[src/rtl/cnn_host_loader.sv]
`default_nettype none
// ============================================================================
// Module   : cnn_host_loader
// Purpose  : Host-side writer for the CNN accelerator. Words written by the
//            HPS over an Avalon-MM slave are buffered in an ingress FIFO and
//            streamed to the CNN as cnn_load/cnn_data_in. A one-cycle
//            cnn_start pulse follows the last word. The result presented on
//            cnn_data_out with cnn_done is captured for host readback.
// Ports    : clk, rst_n          clock, asynchronous active-low reset
//            chipselect, write,  Avalon-MM slave (registered readdata,
//            read, address,      one cycle read latency)
//            writedata, readdata
//            irq                 level, high while DONE is set
//            cnn_load,           registered word stream to the CNN
//            cnn_data_in
//            cnn_start           one-cycle start pulse
//            cnn_done,           result handshake from the CNN
//            cnn_data_out
// Registers: 0 W DATA   push word into FIFO
//            1 W CTRL   bit0 GO, bit1 CLR (clears DONE and OVF)
//            2 R STATUS bit0 BUSY, bit1 DONE, bit2 OVF, bit3 EMPTY, bit4 FULL
//            3 R RESULT last captured cnn_data_out
//            4 R COUNT  words streamed in current/last run
// Revision : 1.0  initial release
// ============================================================================
module cnn_host_loader #(
  parameter int DATA_W     = 16,
  parameter int FIFO_DEPTH = 16,
  parameter int LOAD_WORDS = 784
) (
  input  logic              clk,
  input  logic              rst_n,
  input  logic              chipselect,
  input  logic              write,
  input  logic              read,
  input  logic [2:0]        address,
  input  logic [DATA_W-1:0] writedata,
  output logic [DATA_W-1:0] readdata,
  output logic              irq,
  output logic              cnn_load,
  output logic [DATA_W-1:0] cnn_data_in,
  output logic              cnn_start,
  input  logic              cnn_done,
  input  logic [DATA_W-1:0] cnn_data_out
);

  localparam int AW = $clog2(FIFO_DEPTH);
  localparam int CW = $clog2(LOAD_WORDS + 1);
  localparam logic [AW:0]   FULL_LEVEL = (AW + 1)'(FIFO_DEPTH);
  localparam logic [CW-1:0] LAST_COUNT = CW'(LOAD_WORDS - 1);

  typedef enum logic [1:0] {
    S_IDLE  = 2'd0,
    S_LOAD  = 2'd1,
    S_START = 2'd2,
    S_WAIT  = 2'd3
  } state_t;

  state_t            state;
  logic [CW-1:0]     count;
  logic [DATA_W-1:0] result;
  logic              done_flag;
  logic              ovf_flag;

  // --------------------------------------------------------------------------
  // Bus decode
  // --------------------------------------------------------------------------
  logic bus_wr;
  logic bus_rd;
  logic push_req;
  logic ctrl_wr;
  logic go;
  logic clr;

  assign bus_wr   = chipselect & write;
  assign bus_rd   = chipselect & read;
  assign push_req = bus_wr && (address == 3'd0);
  assign ctrl_wr  = bus_wr && (address == 3'd1);
  assign go       = ctrl_wr & writedata[0];
  assign clr      = ctrl_wr & writedata[1];

  // --------------------------------------------------------------------------
  // Ingress FIFO
  // --------------------------------------------------------------------------
  logic [DATA_W-1:0] mem [FIFO_DEPTH];
  logic [AW-1:0]     wr_ptr;
  logic [AW-1:0]     rd_ptr;
  logic [AW:0]       level;
  logic              fifo_empty;
  logic              fifo_full;
  logic              pop;
  logic              push;
  logic              drop;

  assign fifo_empty = (level == '0);
  assign fifo_full  = (level == FULL_LEVEL);
  // The loader drains one word per cycle whenever it is streaming and data
  // is available; the FSM leaves LOAD on the final pop, so no count guard.
  assign pop        = (state == S_LOAD) && !fifo_empty;
  // A pop in the same cycle frees the slot, so a push at full still lands.
  assign push       = push_req && (!fifo_full || pop);
  assign drop       = push_req && fifo_full && !pop;

  always_ff @(posedge clk or negedge rst_n) begin
    if (!rst_n) begin
      wr_ptr <= '0;
      rd_ptr <= '0;
      level  <= '0;
    end else begin
      if (push) wr_ptr <= wr_ptr + AW'(1);
      if (pop)  rd_ptr <= rd_ptr + AW'(1);
      if (push && !pop)      level <= level + (AW + 1)'(1);
      else if (pop && !push) level <= level - (AW + 1)'(1);
    end
  end

  // Storage carries no reset: contents are meaningless while level is zero.
  always_ff @(posedge clk) begin
    if (push) mem[wr_ptr] <= writedata;
  end

  // --------------------------------------------------------------------------
  // Run control FSM with registered CNN-side outputs
  // --------------------------------------------------------------------------
  always_ff @(posedge clk or negedge rst_n) begin
    if (!rst_n) begin
      state       <= S_IDLE;
      count       <= '0;
      result      <= '0;
      cnn_load    <= 1'b0;
      cnn_data_in <= '0;
      cnn_start   <= 1'b0;
    end else begin
      cnn_load  <= 1'b0;
      cnn_start <= 1'b0;
      case (state)
        S_IDLE: begin
          if (go) begin
            state <= S_LOAD;
            count <= '0;
          end
        end
        S_LOAD: begin
          // On an empty FIFO cnn_load drops and cnn_data_in keeps its value.
          if (pop) begin
            cnn_load    <= 1'b1;
            cnn_data_in <= mem[rd_ptr];
            count       <= count + CW'(1);
            if (count == LAST_COUNT) state <= S_START;
          end
        end
        S_START: begin
          cnn_start <= 1'b1;
          state     <= S_WAIT;
        end
        S_WAIT: begin
          if (cnn_done) begin
            result <= cnn_data_out;
            state  <= S_IDLE;
          end
        end
        default: state <= S_IDLE;
      endcase
    end
  end

  // --------------------------------------------------------------------------
  // Sticky flags; a capture wins over a CLR issued in the same cycle.
  // --------------------------------------------------------------------------
  always_ff @(posedge clk or negedge rst_n) begin
    if (!rst_n) begin
      done_flag <= 1'b0;
      ovf_flag  <= 1'b0;
    end else begin
      if ((state == S_WAIT) && cnn_done) done_flag <= 1'b1;
      else if (clr)                      done_flag <= 1'b0;

      if (drop)     ovf_flag <= 1'b1;
      else if (clr) ovf_flag <= 1'b0;
    end
  end

  assign irq = done_flag;

  // --------------------------------------------------------------------------
  // Register readback
  // --------------------------------------------------------------------------
  logic              busy;
  logic [DATA_W-1:0] status_word;
  logic [DATA_W-1:0] count_word;

  assign busy        = (state != S_IDLE);
  assign status_word = {{(DATA_W - 5){1'b0}}, fifo_full, fifo_empty,
                        ovf_flag, done_flag, busy};
  assign count_word  = DATA_W'(count);

  always_ff @(posedge clk or negedge rst_n) begin
    if (!rst_n) begin
      readdata <= '0;
    end else if (bus_rd) begin
      case (address)
        3'd2:    readdata <= status_word;
        3'd3:    readdata <= result;
        3'd4:    readdata <= count_word;
        default: readdata <= '0;
      endcase
    end
  end

endmodule
`default_nettype wire

[config.mk]
export PLATFORM = sky130hd
export DESIGN_NAME = cnn_host_loader
export DESIGN_NICKNAME = d
export VERILOG_FILES = /design/src/rtl/cnn_host_loader.sv
export SDC_FILE = /design/constraint.sdc
export NUM_CORES = 1
export LEC_CHECK = 0
export CAP_MARGIN = 40
export CORE_MARGIN = 1.5
export CORE_UTILIZATION = 40
export DETAILED_ROUTE_END_ITERATION = 10
export DONT_BUFFER_PORTS = 1
export PLACE_DENSITY_LB_ADDON = 0.08
export SLEW_MARGIN = 20
export SYNTH_ARGS = -nofsm -noshare
export SYNTH_HDL_FRONTEND = slang
export SYNTH_SLANG_ARGS = --single-unit
[constraint.sdc]
create_clock -name clk -period 4.1 [get_ports clk]
set_clock_uncertainty 0.05 [all_clocks]
set_input_delay 0.41 -clock clk [delete_from_list [all_inputs] [get_ports clk]]
set_output_delay 0.41 -clock clk [all_outputs]
set_load 0.01 [all_outputs]
==> insert_results.sql <==
INSERT INTO impl_metrics (metric_group, metric, value, unit) VALUES
('clock_tree', 'htree_levels', '2', ''),
('synth', 'synth_top_area_cell', 'sky130_fd_sc_hd__edfxtp_1', ''),
('routing', 'drt-vias-per-instance', '5.346', ''),
('die', 'die_w', '186.2', 'microns'),
('routing', 'post_drt_wl_per_cell', '23.77', 'microns'),
('synth', 'synth_area_leaders', 'sky130_fd_sc_hd__edfxtp_1 57%, sky130_fd_sc_hd__dfrtp_1 14%, sky130_fd_sc_hd__mux4_2 11%, sky130_fd_sc_hd__mux2i_1 2.5%, sky130_fd_sc_hd__nand2_1 1.8%', ''),
('synth', 'synth_seq_cells', '333', ''),
('placement', 'port_buffers', '0', ''),
('global_route', 'globalRoute.totalOverflow', '0', ''),
('clock_tree', 'cts_post_setup_buffers_inserted', '0', ''),
('critical_path', 'critPathArrivalTime', '3.78', 'ns'),
('critical_path', 'slowest_stage', 'sky130_fd_sc_hd__ha_1', ''),
('finish', 'layout-area-overhead-vs-synth', '17.16', '%'),
('timing', 'fin_setup_tns', '0', 'ns'),
('timing', 'max_clock_freq', '294.7', 'MHz'),
('placement', 'total_cell_area_at_the_placement_stage', '0.01408', 'sq mm'),
('synth', 'synth_largest_type_area_fraction', '57.24', '%'),
('clock_tree', 'clkLatencyLatePin', '0.52', 'ns'),
('synth', 'postSynthCellCount', '739', ''),
('timing', 'finalHoldViolations', '0', ''),
('finish', 'diodes', '0', ''),
('critical_path', 'startpoint_type', 'flop', ''),
('critical_path', 'start_to_end_type_of_the_worst_setup_path', 'reg2reg', ''),
('clock_tree', 'worst_setup_hold_path_clk_slew', '0.06', 'ns'),
('power_and_ir_drop', 'switchingPower', '2.874', 'mW'),
('global_route', 'number_of_global_route_vias_before_repair', '7418', ''),
('power_and_ir_drop', 'seq_power_share', '43.5', '%'),
('clock_tree', 'cts.repair.resized', '0', ''),
('finish', 'post_layout_nonfiller_instances', '1276', ''),
('critical_path', 'worstReg2RegEnd', 'level[4]', ''),
('hold_path', 'hold_path.startpoint', 'address[0]', ''),
('power_and_ir_drop', 'internal-power', '7.076', 'mW'),
('timing', 'tightestPinTransition', '0.8117', 'ns'),
('finish', 'fin_nets', '862', ''),
('synth', 'ys_async_sr_fraction', '23.12', '%'),
('clock_tree', 'cts-root-to-sink-buffers', '3', ''),
('power_and_ir_drop', 'share_clk_of_total_power', '34.3', '%'),
('critical_path', 'crit-reg2reg-launch', 'state[1]', ''),
('power_and_ir_drop', 'power.density', '632.4', 'mW/mm^2'),
('routing', 'ant_nets', '0', ''),
('critical_path', 'data_required_critical_path', '4.49', 'ns'),
('synth', 'synth_edf_count', '256', ''),
('power_and_ir_drop', 'combinationalPowerShare', '22.2', '%'),
('routing', 'totalWireLength', '30330', 'microns'),
('finish', 'final_design_area_no_fill', '0.01573', 'sq mm'),
('die', 'core_area', '0.03278', 'sq mm'),
('die', 'io_pins', '76', ''),
('synth', 'synth_warnings', '0', ''),
('global_route', 'global_route_wire_length_before_repair', '46600', 'microns'),
('synth', 'synth_fp_nets', '796', ''),
('outcome', 'status', 'finished, final reports clean', ''),
('synth', 'postSynth.topFlopCell', 'sky130_fd_sc_hd__edfxtp_1', ''),
('hold_path', 'hold_removal_path_class', 'in2reg', ''),
('clock_tree', 'numClockSinks', '333', ''),
('timing', 'final_min_period_over_clock_period', '82.75', '%'),
('timing', 'finalMaxSlewViolations', '0', ''),
('routing', 'post-route-drc-count', '0', ''),
('critical_path', 'crit_cells', '12', ''),
('routing', 'drt_pre_antenna_iters', '7', ''),
('critical_path', 'worst_path_largest_cell_delay', '0.49', 'ns'),
('critical_path', 'crit_start', 'state[1]', ''),
('critical_path', 'worstPathCellList', 'inv_1, ha_1, inv_1, a21oi_4, inv_2, ha_1, inv_1, ha_1, a21o_1, a21oi_1, mux2i_1, xnor2_1', ''),
('synth', 'synth_top_cells_by_count', '256 x sky130_fd_sc_hd__edfxtp_1, 77 x sky130_fd_sc_hd__dfrtp_1, 65 x sky130_fd_sc_hd__nand2_1, 64 x sky130_fd_sc_hd__mux4_2, 34 x sky130_fd_sc_hd__mux2i_1', ''),
('placement', 'gpl.final_weighted_congestion', '0.8200', ''),
('critical_path', 'setup.worst_path.end', 'level[4]', ''),
('critical_path', 'worst_path_dominant_cell_family', 'adder cells', ''),
('routing', 'drt-initial-drc-count', '444', ''),
('die', 'floorplan.initialDensity', '40.96', '%'),
('critical_path', 'critPathBufInv', '4', ''),
('routing', 'vias', '6822', ''),
('clock_tree', 'tritoncts_clock_tree', 'yes', '');
-- flip-flops by register name, summed over array words and instances, names as in the netlist --
register     flops
irq              1
readdata        16
wr_ptr           4
cnn_load         1
count           10
level            5
cnn_start        1
cnn_data_in     16
mem            256
state            2
result          16
rd_ptr           4
ovf_flag         1
-- power by group through the flow --
| stage | Sequential (mW) | Clock (mW) | Combinational (mW) |
|---|---|---|---|
| after global placement | 4.44 | 0 | 2.01 |
| after detailed placement | 4.41 | 0 | 2.14 |
| final | 4.33 | 3.42 | 2.21 |
| after global routing | 4.38 | 3.63 | 2.40 |
| after CTS | 4.34 | 3.49 | 2.24 |
| after floorplan | 4.12 | 0 | 1.75 |
-- per-layer routing --
metal	vias to the layer above	global-route usage [%]	wire, microns
met5	-	0	0
met2	152	31.00	15120
li1	3047	-	-
met3	38	3.349	1329
met1	3585	25.02	13410
met4	0	4.613	468
-- worst register-to-register path, stage by stage (launching register included) --
cell                      delay, ns
sky130_fd_sc_hd__dfrtp_1       0.41
sky130_fd_sc_hd__inv_1         0.09
sky130_fd_sc_hd__ha_1          0.49
sky130_fd_sc_hd__inv_1         0.23
sky130_fd_sc_hd__a21oi_4       0.27
sky130_fd_sc_hd__inv_2         0.26
sky130_fd_sc_hd__ha_1          0.31
sky130_fd_sc_hd__inv_1         0.16
sky130_fd_sc_hd__ha_1          0.28
sky130_fd_sc_hd__a21o_1        0.19
sky130_fd_sc_hd__a21oi_1       0.18
sky130_fd_sc_hd__mux2i_1       0.26
sky130_fd_sc_hd__xnor2_1       0.14
-- worst min path at each step --
stage	end	slack [ns]	cells after the start
2_1_floorplan	cnn_data_in[0]	0.06	0
3_3_place_gp	result[7]	0.07	0
3_5_place_dp	result[7]	0.07	0
4_1_cts	irq	0.008	3
5_1_grt	ovf_flag	0.03	3
6_report	irq	0.03	3
-- final cells by class --
cell class | instances | area, sq um | share of cell area (%)
clock buffers | 51 | 1051 | 6.680
flip-flops and latches | 333 | 9620 | 61.15
multi-input cells | 358 | 3633 | 23.09
well taps | 442 | 553.0 | 3.515
repair buffers | 61 | 605.6 | 3.849
clock inverters | 17 | 217.7 | 1.384
inverters | 14 | 52.55 | 0.3340
-- cells in the final DEF, fill, tap and decap left out, types with 2 or more instances in the layout --
master / instances
sky130_fd_sc_hd__inv_1: 13
sky130_fd_sc_hd__clkbuf_16: 39
sky130_fd_sc_hd__bufinv_16: 5
sky130_fd_sc_hd__mux4_2: 64
sky130_fd_sc_hd__nor3_4: 2
sky130_fd_sc_hd__and3_1: 2
sky130_fd_sc_hd__clkinv_1: 4
sky130_fd_sc_hd__dfrtp_2: 2
sky130_fd_sc_hd__nor2_1: 15
sky130_fd_sc_hd__clkinv_2: 4
sky130_fd_sc_hd__o22ai_1: 2
sky130_fd_sc_hd__buf_4: 21
sky130_fd_sc_hd__dfrtp_1: 74
sky130_fd_sc_hd__edfxtp_1: 256
sky130_fd_sc_hd__a22oi_1: 11
sky130_fd_sc_hd__o21ai_1: 2
sky130_fd_sc_hd__mux2_2: 19
sky130_fd_sc_hd__clkbuf_8: 3
sky130_fd_sc_hd__nand2_1: 65
sky130_fd_sc_hd__nand4_1: 7
sky130_fd_sc_hd__o21ai_0: 28
sky130_fd_sc_hd__dlygate4sd3_1: 34
sky130_fd_sc_hd__buf_6: 2
sky130_fd_sc_hd__xnor2_1: 8
sky130_fd_sc_hd__mux2i_1: 34
sky130_fd_sc_hd__o221ai_1: 17
sky130_fd_sc_hd__buf_8: 2
sky130_fd_sc_hd__nand2b_1: 3
sky130_fd_sc_hd__a21oi_1: 6
sky130_fd_sc_hd__nor2b_1: 3
sky130_fd_sc_hd__nand3_1: 6
sky130_fd_sc_hd__buf_16: 2
sky130_fd_sc_hd__nor2_2: 12
sky130_fd_sc_hd__ha_1: 15
sky130_fd_sc_hd__xor2_1: 8
sky130_fd_sc_hd__clkinvlp_4: 2
sky130_fd_sc_hd__clkbuf_1: 9
sky130_fd_sc_hd__nand3b_1: 2
sky130_fd_sc_hd__nor3_2: 4
-- cells by family after synthesis --
| family | after synthesis | share of synthesized area, % |
|---|---|---|
| AOI/OAI and AO/OA | 73 | 3.783 |
| xor gates and xnor gates | 16 | 1.044 |
| adders and majority gates | 16 | 1.547 |
| buffers and inverters | 48 | 1.724 |
| DFF | 333 | 71.59 |
| muxes | 118 | 14.97 |
| and+or+nand+nor | 135 | 5.339 |
-- per-stage QoR --
step | utilization [%] | setup slack, ns | hold slack [ns]
detailed placement | 42.95 | 0.7101 | 0.06701
finish | 47.99 | 0.7073 | 0.02977
global route | 47.99 | 0.4799 | 0.02960
CTS | 47.95 | 0.7160 | 0.007921
floorplan | - | 1.230 | 0.06441
global placement | 42.76 | 0.8807 | 0.06689
(Power assumes the default switching activity.)
